--- src/rtl/hazard_ctrl_pkg.sv ---
// hazard_ctrl_pkg: shared core defines (XLEN, opcodes, forward selects, hazard FSM states)
package hazard_ctrl_pkg;

    localparam int XLEN = 32;

    localparam logic [6:0] OP_LOAD   = 7'b0000011;
    localparam logic [6:0] OP_OPIMM  = 7'b0010011;
    localparam logic [6:0] OP_OP     = 7'b0110011;
    localparam logic [6:0] OP_BRANCH = 7'b1100011;
    localparam logic [6:0] OP_JAL    = 7'b1101111;

    localparam logic [1:0] FWD_RF = 2'b00;
    localparam logic [1:0] FWD_EX = 2'b01;
    localparam logic [1:0] FWD_WB = 2'b10;

    typedef enum logic [1:0] {
        ST_RUN,
        ST_LD_STALL,
        ST_FLUSH,
        ST_MEM_WAIT
    } state_e;

endpackage

--- src/rtl/hazard_match.sv ---
// hazard_match: one decode source against one stage destination; x0 never matches
module hazard_match (
    input  logic [4:0] adr,
    input  logic [4:0] rd,
    input  logic       valid,
    output logic       hit
);

    assign hit = valid && (adr != 5'd0) && (adr == rd);

endmodule

--- src/rtl/hazard_ctrl.sv ---
// hazard_ctrl: load-use stall, redirect flush, memory wait and operand forwarding; HAZARD_PERF_EN adds stall/flush counters
module hazard_ctrl
    import hazard_ctrl_pkg::*;
#(
    parameter int REDIRECT_BUBBLES = 1
) (
    input  logic            clk,
    input  logic            rst_n,
    input  logic            dec_valid,
    input  logic [4:0]      dec_adr1,
    input  logic [4:0]      dec_adr2,
    input  logic            ex_valid,
    input  logic [4:0]      ex_rd,
    input  logic            ex_is_load,
    input  logic            wb_valid,
    input  logic [4:0]      wb_rd,
    input  logic            ex_redirect,
    input  logic            mem_busy,
    output logic            stall_f,
    output logic            stall_d,
    output logic            flush_d,
    output logic            flush_x,
    output logic [1:0]      fwd_a,
    output logic [1:0]      fwd_b,
    output logic [XLEN-1:0] stall_cnt,
    output logic [XLEN-1:0] flush_cnt
);

    localparam logic [2:0] RB_M1 = 3'(REDIRECT_BUBBLES - 1);

    logic   ex_a, ex_b, wb_a, wb_b, load_use;
    logic   sf, sd, fd, fx;
    logic   [2:0] cnt_q, cnt_d;
    state_e state_q, state_d, sv_q, sv_d, eff;

    hazard_match u_ex_a (.adr(dec_adr1), .rd(ex_rd), .valid(ex_valid), .hit(ex_a));
    hazard_match u_ex_b (.adr(dec_adr2), .rd(ex_rd), .valid(ex_valid), .hit(ex_b));
    hazard_match u_wb_a (.adr(dec_adr1), .rd(wb_rd), .valid(wb_valid), .hit(wb_a));
    hazard_match u_wb_b (.adr(dec_adr2), .rd(wb_rd), .valid(wb_valid), .hit(wb_b));

    assign load_use = dec_valid && ex_is_load && (ex_a || ex_b);

    // Forward select: a non-load EX result beats WB; everything reads 00 while in reset
    always_comb begin
        fwd_a = !rst_n ? FWD_RF : (ex_a && !ex_is_load) ? FWD_EX : wb_a ? FWD_WB : FWD_RF;
        fwd_b = !rst_n ? FWD_RF : (ex_b && !ex_is_load) ? FWD_EX : wb_b ? FWD_WB : FWD_RF;
    end

    // Next state: MEM_WAIT acts as its saved state on the first non-busy cycle
    always_comb begin
        state_d = state_q;
        sv_d    = sv_q;
        cnt_d   = cnt_q;
        sf      = 1'b0;
        sd      = 1'b0;
        fd      = 1'b0;
        fx      = 1'b0;
        eff     = (state_q == ST_MEM_WAIT) ? sv_q : state_q;
        if (mem_busy) begin
            sf      = 1'b1;
            sd      = 1'b1;
            sv_d    = eff;
            state_d = ST_MEM_WAIT;
        end else if (eff == ST_FLUSH) begin
            fd      = 1'b1;
            fx      = 1'b1;
            cnt_d   = cnt_q - 3'd1;
            state_d = (cnt_q <= 3'd1) ? ST_RUN : ST_FLUSH;
        end else if (ex_redirect) begin
            fd      = 1'b1;
            fx      = 1'b1;
            cnt_d   = RB_M1;
            state_d = (RB_M1 != 3'd0) ? ST_FLUSH : ST_RUN;
        end else if (eff == ST_RUN && load_use) begin
            sf      = 1'b1;
            sd      = 1'b1;
            fx      = 1'b1;
            state_d = ST_LD_STALL;
        end else begin
            state_d = ST_RUN;
        end
    end

    assign stall_f = rst_n & sf;
    assign stall_d = rst_n & sd;
    assign flush_d = rst_n & fd;
    assign flush_x = rst_n & fx;

    // FSM state, saved state and bubble counter
    always_ff @(posedge clk or negedge rst_n) begin
        if (!rst_n) begin
            state_q <= ST_RUN;
            sv_q    <= ST_RUN;
            cnt_q   <= 3'd0;
        end else begin
            state_q <= state_d;
            sv_q    <= sv_d;
            cnt_q   <= cnt_d;
        end
    end

`ifdef HAZARD_PERF_EN
    logic [XLEN-1:0] stall_cnt_q, stall_cnt_d, flush_cnt_q, flush_cnt_d;

    // Counters wrap naturally at 2^XLEN
    always_comb begin
        stall_cnt_d = stall_cnt_q + XLEN'(sd);
        flush_cnt_d = flush_cnt_q + XLEN'(fd);
    end

    // Performance counter registers
    always_ff @(posedge clk or negedge rst_n) begin
        if (!rst_n) begin
            stall_cnt_q <= '0;
            flush_cnt_q <= '0;
        end else begin
            stall_cnt_q <= stall_cnt_d;
            flush_cnt_q <= flush_cnt_d;
        end
    end

    assign stall_cnt = stall_cnt_q;
    assign flush_cnt = flush_cnt_q;
`else
    assign stall_cnt = '0;
    assign flush_cnt = '0;
`endif

endmodule

--- config.mk ---
export PLATFORM = sky130hd
export DESIGN_NAME = hazard_ctrl
export DESIGN_NICKNAME = d
export VERILOG_FILES = /design/src/rtl/hazard_ctrl_pkg.sv /design/src/rtl/hazard_match.sv /design/src/rtl/hazard_ctrl.sv
export SDC_FILE = /design/constraint.sdc
export NUM_CORES = 1
export LEC_CHECK = 0
export ABC_AREA = 1
export BUFFER_PORTS_ARGS = -buffer_cell sky130_fd_sc_hd__buf_2
export CORE_MARGIN = 3
export CORE_UTILIZATION = 30
export DETAILED_ROUTE_END_ITERATION = 10
export PLACE_DENSITY = 0.74
export SKIP_CTS_REPAIR_TIMING = 1
export SLEW_MARGIN = 20
export SYNTH_ARGS = -nofsm -noshare
export SYNTH_HDL_FRONTEND = slang
export SYNTH_HIERARCHICAL = 1
export SYNTH_SLANG_ARGS = --single-unit
--- constraint.sdc ---
create_clock -name clk -period 2.9 [get_ports clk]
set_input_delay 0.435 -clock clk [delete_from_list [all_inputs] [get_ports clk]]
set_output_delay 0.435 -clock clk [all_outputs]
set_load 0.03 [all_outputs]
==> flow_summary.yaml <==
outcome:
  outcome: "finished clean"
placed_design:
  gp_congestion: 0.785
  dpl_cell_area_sq_mm: 0.00141
  place_hpwl_microns: 2500
  io_buffers: 35
synthesis:
  synth.cell_area_sq_mm: 0.00142
  ys_types: 18
  syn_inst: 247
  async_flop_share_pct: 100
  synth_top_area_share_pct: 34.5
  synth.area.top_cells: "buf_4, nand2_1, dfrtp_1"
  avgSynthCellArea_sq_um: 5.73
  ys_ff_latch: 7
  synth_warnings: 6
  synth_top_cell_by_area: "buf_4"
  seq_area_frac_synth_pct: 12.4
  synthFlopType: "dfrtp_1"
  synth-edff-count: 0
setup_path:
  cp_slowest_cell: "buf_2"
  endpoint_kind: "output port"
  critPathLaunchType: "input pin"
  cp_max_fo: 4
  max_stage_delay_ns: 0.22
  crit_type: "in2out"
  critPathTopFamily: "simple AND/OR/NAND/NOR gates"
  cp.depth: 12
  r2r_start: "cnt_q[0]"
  rrSetupSlack_ns: 1.83
  crit_path_start: "dec_adr2[0]"
  worstReg2RegEnd: "cnt_q[2]"
  cpMostUsedCell: "nor2_1"
  cp.required_ns: 2.47
  timing.critical_path.buf_inv: 3
  path_cells: "buf_2, inv_1, nand2_1, nand2_1, nor2_1, nand3_1, nor2_1, nor2_1, nor2_1, nand4_1, a21oi_1, buf_2"
  worstRegToRegCells: 6
  arrival_ns: 1.74
  crit_end: "stall_d"
layout:
  final_cell_mix: "nand2_1, conb_1, inv_1"
  syn_to_final_growth_pct: 2.47
  fillers: 503
  drive_above_1_share_pct: 18.7
  fin_area_sq_mm: 0.00145
  final_common_cell: "nand2_1"
  finalNetCount: 315
  diodes: 0
power:
  ir_drop_v: 0.000113
  cellPowerDensity_mw_per_mm2: 392
  leakage_nw: 1.00
route:
  avgRoutedWirePerCell_microns: 8.35
  drtIter0Drc: 63
  drt.antenna.violating_nets: 0
  drt_first_pass_iters: 4
  wl_microns: 2800
  drc_errors: 0
  viasPerCell: 3.75
  num_vias: 1261
floorplan:
  floorplan.die.height_microns: 74.7
  num_rows: 24
  design.core.area_sq_mm: 0.00444
  initial_core_util_pct: 31.9
  die_x_microns: 74.7
  ioPinCount: 100
  die_area_sq_mm: 0.00558
timing:
  whs_ns: 0.0508
  hold_viol_final: 0
  slew_violations: 0
  setup_viol: 0
  period_share_pct: 75.2
  fmax_mhz: 459
  rsz0062_at_grt: "false"
  timing.setup.tns_ns: 0
  finalClockSkew_ns: 0.00246
  fin_crit_ns: 2.18
clock_tree:
  clockBufferDepth: 2
  cts_tree: "done"
  clk_pin_slew_ns: 0.04
  clock_sinks: 7
  cts_root_buffer: "clkbuf_8"
  numCtsBuffers: 3
  ctsHtreeMaxLevel: 1
  clk-insertion-delay-late_ns: 0.23
grt:
  grt_usage_pct: 9.46
  overflow: 0
  grt_pass1_vias: 1053
  grt_max_degree: 11
  grt_first_pass_wirelength_microns: 4230
  antenna_found_initial: 0
min_path:
  holdCritPathClass: "in2async"
job:
  maxCapViolCount: 0
worst register-to-register path, cell delays in order (launching register included):
cell and delay (ns):
dfrtp_1 0.36, inv_1 0.08, ha_1 0.21, xnor2_1 0.14, nor2_1 0.06, nand3_1 0.06
nand2_1 0.05
cells in the mapped netlist (3+ instances only):
cell type / n
dfrtp_1: 7
buf_4: 65
nor2_2: 5
inv_1: 44
nand3_1: 10
inv_2: 3
o21ai_1: 5
a21oi_1: 6
nor2_1: 21
nand2_1: 68
how the worst min path moves through the flow:
stage / from / end / slack, ns
finish: rst_n / sv_q[0] / 0.05
global route: rst_n / cnt_q[2] / 0.06
CTS: rst_n / state_q[0] / 0.05
detailed placement: rst_n / cnt_q[2] / 0.29
global placement: rst_n / cnt_q[2] / 0.29
floorplan: rst_n / cnt_q[0] / 0.14
state kept, by name, summed over array words and instances (netlist names):
signal   count
state_q      2
cnt_q        3
sv_q         2
cell type report:
class	instances	area [sq um]	area share (%)
Clock inverter	1	5.00	0.345
Timing Repair Buffer	35	175	12.1
Inverter	47	176	12.2
Tap cell	52	65.1	4.48
Sequential cell	7	175	12.1
Multi-Input combinational cell	191	813	56.0
Clock buffer	3	41.3	2.84
cell families (layout without fill, tap and decap cells):
family                     Yosys count  count (layout)  synth area share, %
AOI/OAI and AO/OA                   15              15                 5.83
and+or+nand+nor                    109             109                 32.2
DFF                                  7               7                 12.4
buffers and inverters              112              86                 46.9
other                                1              64                0.265
adders and majority gates            2               2                 1.77
xor gates and xnor gates             1               1                0.618
per-layer routing:
metal | part of all wire (%) | up-vias | GRT usage, %
met5 | 0 | - | 0
met4 | 0.86 | 0 | 2.37
met3 | 6.5 | 3 | 1.07
met2 | 52 | 49 | 18.2
met1 | 41 | 540 | 11.0
li1 | - | 669 | -
through the flow:
stage                     worst slack, ns  utilization (%)  power, mW  instances
final                               0.720             32.7      0.568        336
after global routing                0.524             32.7      0.622        336
after CTS                           0.708             32.7      0.571        336
after detailed placement            0.719             31.6      0.429        332
after global placement              0.738             31.6      0.423        332
after floorplan                     0.559                -      0.438        310
power by group:
| part | internal [mW] | leakage, nW | total (mW) | switching [mW] |
|---|---|---|---|---|
| logic | 0.0726 | 0.888 | 0.295 | 0.223 |
| clock network | 0.0933 | 0.0255 | 0.139 | 0.0462 |
| registers | 0.119 | 0.0878 | 0.134 | 0.0150 |
(Power assumes the default switching activity.)
